File: src/rtl/pipe_pkg.sv
// Shared constants for the pipeline stage registers.
package pipe_pkg;
   localparam logic [31:0] EXC_HANDLER_PC = 32'h0000_4180;
endpackage

File: src/rtl/pipe_entry_reg.sv
// One pipeline entry: valid flag plus PC, instruction and packed payload.
// Priority: reset > kill (bubble carrying kill_pc) > load > clear.
module pipe_entry_reg
   import pipe_pkg::*;
#(
   parameter int WIDTH = 32,
   parameter int LANES = 4
) (
   input  logic                   clk,
   input  logic                   reset,
   input  logic                   load,
   input  logic                   clear,
   input  logic                   kill,
   input  logic [WIDTH-1:0]       kill_pc,
   input  logic [WIDTH-1:0]       d_pc,
   input  logic [WIDTH-1:0]       d_instr,
   input  logic [LANES*WIDTH-1:0] d_payload,
   output logic                   q_valid,
   output logic [WIDTH-1:0]       q_pc,
   output logic [WIDTH-1:0]       q_instr,
   output logic [LANES*WIDTH-1:0] q_payload
);

   always_ff @(posedge clk) begin
      if (reset) begin
         q_valid   <= 1'b0;
         q_pc      <= '0;
         q_instr   <= '0;
         q_payload <= '0;
      end else if (kill) begin
         q_valid   <= 1'b0;
         q_pc      <= kill_pc;
         q_instr   <= '0;
         q_payload <= '0;
      end else if (load) begin
         q_valid   <= 1'b1;
         q_pc      <= d_pc;
         q_instr   <= d_instr;
         q_payload <= d_payload;
      end else if (clear) begin
         // data is kept; the top gates instr/payload while invalid
         q_valid   <= 1'b0;
      end
   end

endmodule

File: src/rtl/pipe_stage_reg.sv
// Inter-stage pipeline register with valid/ready handshake, optional
// 2-entry skid buffer, flush bubble and exception (handler PC) bubble.
module pipe_stage_reg
   import pipe_pkg::*;
#(
   parameter int             WIDTH  = 32,
   parameter int             LANES  = 4,
   parameter logic [WIDTH-1:0] EXC_PC = WIDTH'(EXC_HANDLER_PC),
   parameter bit             SKID   = 1'b1
) (
   input  logic                   clk,
   input  logic                   reset,
   input  logic                   in_valid,
   output logic                   in_ready,
   input  logic [WIDTH-1:0]       in_pc,
   input  logic [WIDTH-1:0]       in_instr,
   input  logic [LANES*WIDTH-1:0] in_payload,
   input  logic                   flush,
   input  logic                   req,
   output logic                   out_valid,
   input  logic                   out_ready,
   output logic [WIDTH-1:0]       out_pc,
   output logic [WIDTH-1:0]       out_instr,
   output logic [LANES*WIDTH-1:0] out_payload
);

   logic                   kill;
   logic [WIDTH-1:0]       kill_pc;
   logic                   accept;
   logic                   consume;
   logic                   main_load;
   logic                   main_clear;
   logic                   main_valid;
   logic [WIDTH-1:0]       main_pc;
   logic [WIDTH-1:0]       main_instr;
   logic [LANES*WIDTH-1:0] main_payload;
   logic [WIDTH-1:0]       main_d_pc;
   logic [WIDTH-1:0]       main_d_instr;
   logic [LANES*WIDTH-1:0] main_d_payload;

   // req outranks flush: the bubble carries the handler PC
   assign kill    = req | flush;
   assign kill_pc = req ? EXC_PC : '0;
   assign accept  = in_valid & in_ready;
   assign consume = main_valid & out_ready;

   pipe_entry_reg #(.WIDTH(WIDTH), .LANES(LANES)) u_main (
      .clk       (clk),
      .reset     (reset),
      .load      (main_load),
      .clear     (main_clear),
      .kill      (kill),
      .kill_pc   (kill_pc),
      .d_pc      (main_d_pc),
      .d_instr   (main_d_instr),
      .d_payload (main_d_payload),
      .q_valid   (main_valid),
      .q_pc      (main_pc),
      .q_instr   (main_instr),
      .q_payload (main_payload)
   );

   generate
      if (SKID) begin : g_skid
         logic                   skid_valid;
         logic [WIDTH-1:0]       skid_pc;
         logic [WIDTH-1:0]       skid_instr;
         logic [LANES*WIDTH-1:0] skid_payload;
         logic                   skid_load;
         logic                   skid_clear;
         logic                   skid_valid_next;
         logic                   in_ready_reg;

         // main refills from skid when draining, else straight from input
         assign main_load      = (accept & (!main_valid | consume) & !skid_valid)
                               | (consume & skid_valid);
         assign main_clear     = consume;
         assign main_d_pc      = skid_valid ? skid_pc      : in_pc;
         assign main_d_instr   = skid_valid ? skid_instr   : in_instr;
         assign main_d_payload = skid_valid ? skid_payload : in_payload;

         assign skid_load       = accept & main_valid & (!consume | skid_valid);
         assign skid_clear      = consume & skid_valid;
         assign skid_valid_next = skid_load | (skid_valid & !skid_clear);

         pipe_entry_reg #(.WIDTH(WIDTH), .LANES(LANES)) u_skid (
            .clk       (clk),
            .reset     (reset),
            .load      (skid_load),
            .clear     (skid_clear),
            .kill      (kill),
            .kill_pc   ('0),
            .d_pc      (in_pc),
            .d_instr   (in_instr),
            .d_payload (in_payload),
            .q_valid   (skid_valid),
            .q_pc      (skid_pc),
            .q_instr   (skid_instr),
            .q_payload (skid_payload)
         );

         always_ff @(posedge clk) begin
            if (reset)
               in_ready_reg <= 1'b0;
            else if (kill)
               in_ready_reg <= 1'b1;
            else
               in_ready_reg <= !skid_valid_next;
         end

         assign in_ready = in_ready_reg;
      end else begin : g_noskid
         assign main_load      = accept;
         assign main_clear     = consume;
         assign main_d_pc      = in_pc;
         assign main_d_instr   = in_instr;
         assign main_d_payload = in_payload;
         assign in_ready       = !main_valid | out_ready;
      end
   endgenerate

   assign out_valid   = main_valid;
   assign out_pc      = main_pc;
   assign out_instr   = main_valid ? main_instr   : '0;
   assign out_payload = main_valid ? main_payload : '0;

endmodule

File: config.mk
export PLATFORM = sky130hd
export DESIGN_NAME = pipe_stage_reg
export DESIGN_NICKNAME = d
export VERILOG_FILES = /design/src/rtl/pipe_pkg.sv /design/src/rtl/pipe_entry_reg.sv /design/src/rtl/pipe_stage_reg.sv
export SDC_FILE = /design/constraint.sdc
export NUM_CORES = 1
export LEC_CHECK = 0
export ABC_AREA = 1
export CAP_MARGIN = 30
export CORE_ASPECT_RATIO = 0.5
export CORE_UTILIZATION = 35
export CTS_CLUSTER_DIAMETER = 120
export DETAILED_ROUTE_END_ITERATION = 6
export PLACE_DENSITY = 0.67
export SLEW_MARGIN = 20
export SYNTH_ARGS = -nofsm -noshare
export SYNTH_HDL_FRONTEND = slang
export SYNTH_SLANG_ARGS = --single-unit
File: constraint.sdc
create_clock -name clk -period 1.3 [get_ports clk]
set_input_delay 0.26 -clock clk [delete_from_list [all_inputs] [get_ports clk]]
set_output_delay 0.26 -clock clk [all_outputs]
set_load 0.1 [all_outputs]
-- Yosys cells after proc, flatten, opt, wreduce, memory -nomap -nowiden
Cells that the tools add are included.
- bits in registers: 387
- latch bits: 0
- RAM bits: 0
- bits in read-only memories: 0
- logic and storage cells: 44
- memories kept: 0
- add/subtract/negate cells: 0
- multipliers: 0
- div/mod/pow operators: 0
- magnitude comparators: 0
- eq/ne operators: 0
- shift-type cells: 0
- muxes and demuxes: 13
- bitwise logic cells: 13
- reductions and logical operators: 9
- operator list (operator ; number):
    $mux 128 ; 2
    $mux 32 ; 5
    $mux 15 ; 1
    $and 1x1->1 ; 8
    $reduce_bool 2->1 ; 3
    $logic_not 1->1 ; 5
    $mux 1 ; 5
    $or 1x1->1 ; 5
    $reduce_or 2->1 ; 1

-- Depth between registers and ports, before layout
- word-level depth: 7
- gate-level depth with buffers: 9
- gate-level depth less buffers: 8

-- Hierarchy
Synthesis repeated with hierarchy kept, for this count alone.
- cell total of the unflattened synthesis: 2921
- area total of the unflattened synthesis: 18879.4 um2
- by module, submodules not included (module ; times used ; cells each ; area an instance (um2) ; sequential area each (um2)):
    pipe_entry_reg ; 2 ; 972 ; 7479.7 ; 3863.7
    pipe_stage_reg ; 1 ; 977 ; 3920.0 ; 20.0

-- Least setup slack after synthesis
No wires, ideal clock.
- path type: reg2out
- start point: register u_main.q_valid
- end point: output port out_payload[100]
- arrival time: 2.498 ns
- required time: 1.040 ns
- path slack: -1.458 ns
- stages on the path, launching flop included: 6
- cell sequence: dfxtp_1 > buf_2 > clkbuf_1 > clkbuf_1 > nand2_1 > inv_1
- longest elaborated chain between the ends: 1
- ends and longest elaborated chain (item ; RTL line ; RTL):
    from (decl) ; pipe_entry_reg.sv:18 ; output logic q_valid,
    from (signal assigned) ; pipe_entry_reg.sv:26 ; q_valid <= 1'b0;
    from (signal assigned) ; pipe_entry_reg.sv:31 ; q_valid <= 1'b0;
    from (signal assigned) ; pipe_entry_reg.sv:36 ; q_valid <= 1'b1;
    $mux 128 ; pipe_stage_reg.sv:125 ; assign out_payload = main_valid ? main_payload : '0;
    to (decl) ; pipe_stage_reg.sv:24 ; output logic [LANES*WIDTH-1:0] out_payload
Every way passes these cells.

-- Worst setup path in the final report
- start point: register u_main.q_valid
- end point: output port out_payload[65]
Same word-level chain as after synthesis.

==> flow_metrics.env <==
export IMPL_outcome="finished, violations left"
export IMPL_violations="setup timing"
export IMPL_synthCells=2507
export IMPL_multiInputGateArea_um2=8454
export IMPL_htree_levels=2
export IMPL_drc=0
export IMPL_avgSynthCellArea_um2=6.758
export IMPL_fill_cells=3831
export IMPL_postRouteWirelength_um=63350
export IMPL_fp_dieW_um=313.1
export IMPL_slew_violations=0
export IMPL_maxSlewHeadroom_pct=71.29
export IMPL_top_regs="g_skid.u_skid.q_payload x128, u_main.q_payload x128"
export IMPL_finalHoldViolations=0
export IMPL_crit_path_top_delay_cell="dfxtp_4"
export IMPL_synth_cell_types=18
export IMPL_cp_top_family="buffers and inverters"
export IMPL_layout_setup_ws_ns=-0.6789
export IMPL_grt_pass1_wl_um=91220
export IMPL_power_total_w=0.02605
export IMPL_grt_overflow=0
export IMPL_track_usage_pct=23.15
export IMPL_hold_start="in_instr[0]"
export IMPL_drtIter0Drc=1488
export IMPL_vias_per_cell=5.037
export IMPL_layout_common_cells="o21ai_0, dfxtp_1, nand2_1"
export IMPL_grt_max_degree=69
export IMPL_core_area_um2=47300
export IMPL_ys_ff_latch=387
export IMPL_path_class="reg2out"
export IMPL_port_buffers=391
export IMPL_syn_area_um2=16940
export IMPL_antenna_found_initial=7
export IMPL_timing_hold_ws_ns=0.2707
export IMPL_synth_fp_nets=2705
export IMPL_r2r_end="u_main.q_payload[65]"
export IMPL_place_congestion=0.8365
export IMPL_cts_buffer_depth=3
export IMPL_drive_above_1_share_pct=29.40
export IMPL_maxCapViolCount=0
export IMPL_wl_per_cell_um=17.60
export IMPL_r2r_cells=12
export IMPL_yosys_warnings=0
export IMPL_setup_violations=581
export IMPL_ant_nets=0
export IMPL_crit_buf_inv=4
export IMPL_p_per_area_nw_per_um2=894.3
export IMPL_worst_pin_slew_ns=0.4262
export IMPL_nNetsFinal=3122
export IMPL_post_route_period_util_pct=152.2
export IMPL_place_inst=3429
export IMPL_start_util_pct=35.82
export IMPL_crit_required_ns=1.04
export IMPL_crit_top_cell="buf_12"
export IMPL_finalNonFillerCells=3600
export IMPL_max_stage_delay_ns=0.44
export IMPL_routed_via_count=18132
export IMPL_ir_drop_mv=0.6800
export IMPL_cts_hold_buf=0
export IMPL_worst_path_stages=5
export IMPL_hold_depth=3
export IMPL_clockRootBuffer="clkbuf_16"
export IMPL_fin_crit_ns=1.979
export IMPL_grt_pass1_vias=16299
export IMPL_clk_pin_slew_ns=0.07
export IMPL_synth_top_family_by_area="compound AO/OA/AOI/OAI gates"
export IMPL_synthAdderAreaFrac_pct=0
export IMPL_synth_compound_area_share_pct=21.03
export IMPL_final_core_util_pct=61.58
export IMPL_skew_ns=0.02256
export IMPL_die_h_um=157.6
export IMPL_startpoint_type="register"
export IMPL_cts_tree="done"
export IMPL_min_to="g_skid.u_skid.q_instr[0]"
export IMPL_crit_fanout=15
export IMPL_numCtsBuffers=37
export IMPL_timing_fmax_mhz=505.3
export IMPL_synth_area_mux_share_pct=0
export IMPL_ios=392
export IMPL_power_leakage_nw=12.38
export IMPL_fin_area_um2=29130
export IMPL_r2r_start="u_main.q_valid"
export IMPL_crit_path_cell_trace="buf_12, buf_12, nand2_1, clkinvlp_4, buf_12"
export IMPL_rsz0062_at_grt="true"
export IMPL_final_common_cell="o21ai_0"
export IMPL_die_area_um2=49340
export IMPL_placed_area_um2=25020
export IMPL_area_delta_synth_final_pct=71.92
export IMPL_ys_seq_area_share_pct=45.73
export IMPL_num_rows=56
export IMPL_seqCellArea_um2=7759
export IMPL_dp_hpwl_um=36560
export IMPL_dr_pass1_iters=6
export IMPL_end_kind="output pin"
export IMPL_r2r_setup_slack_ns=-0.60
export IMPL_clock_sinks=387
export IMPL_synth_xor_area_share_pct=0
export IMPL_synth_simple_area_share_pct=20.22
export IMPL_insertion_delay_ns=0.54
export IMPL_worst_hold_path_type="in2reg"
export IMPL_arrival_ns=1.72
==> cell type report <==
type                            count  share of cell area [%]
Antenna cell                       10                 0.08592
Clock buffer                       55                   3.892
Clock inverter                     12                  0.3222
Inverter                          337                   6.465
Multi-Input combinational cell   1589                   29.03
Sequential cell                   387                   26.64
Tap cell                          638                   2.741
Timing Repair Buffer              571                   30.79
Timing Repair inverter              1                 0.03866
==> synth_stat cells <==
cell      number  area, um^2
a21oi_1      197       986.0
buf_1          6       22.52
buf_2         94       470.5
buf_4         18       135.1
buf_6          3       33.78
clkbuf_1      74       277.8
dfxtp_1      387        7747
inv_1        333        1250
inv_2          4       15.01
nand2_1      428        1607
nand2_2        1       6.260
nand3_1       34       170.2
nand3_2        2       20.02
nand4_1       29       181.4
nor2_1       381        1430
nor2_4         1       11.26
o21ai_0      507        2537
o21ai_1        8       40.04
==> report_power, final <==
part	internal, W	total, W	leakage [nW]	switching [W]
clock network	0.00610	0.0110	0.602	0.00493
registers	0.0120	0.0121	3.13	0.000108
logic	0.00144	0.00294	8.65	0.00150
==> worst max-delay path by stage <==
stage | startpoint | to | slack [ns]
2_1_floorplan | u_main.q_valid | out_payload[107] | -0.60
3_3_place_gp | in_valid | g_skid.u_skid.q_payload[36] | -0.57
3_5_place_dp | in_valid | g_skid.u_skid.q_pc[12] | -0.59
4_1_cts | u_main.q_valid | out_instr[28] | -0.68
5_1_grt | u_main.q_valid | out_payload[60] | -0.73
6_report | u_main.q_valid | out_payload[65] | -0.68
==> kinds of logic after synthesis <==
kind of cell | Yosys count
flip-flops | 387
AND/OR/NAND/NOR | 876
buffers and inverters | 532
AO/OA/AOI/OAI | 712
==> timing repair <==
action / in CTS / in global routing
cloned: 27 / 26
buffers inserted: 34 / 13
pin swaps: 14 / 38
setup endpoints to repair: 578 / 581
hold endpoints to repair: 0 / 0
resized for setup: 141 / 234
==> per-layer routing <==
metal  track usage [%]  routed length [um]
met1             28.03               25540
met2             41.47               32360
met3             3.380                3023
met4             9.361                2432
met5                 0                   0
==> tightest hold or removal path, delay by kind of cell <==
family | cells | cell delay (ns)
compound gates | 1 | 0.06
buf+inv | 2 | 0.45
==> per-stage QoR <==
stage	setup TNS [ns]	worst slack, ns
after floorplan	-140.36	-0.6022
after global placement	-199.79	-0.5739
after detailed placement	-207.66	-0.5859
after CTS	-168.96	-0.6792
after global routing	-266.00	-0.7260
final	-232.15	-0.6789
(Power assumes the default switching activity.)
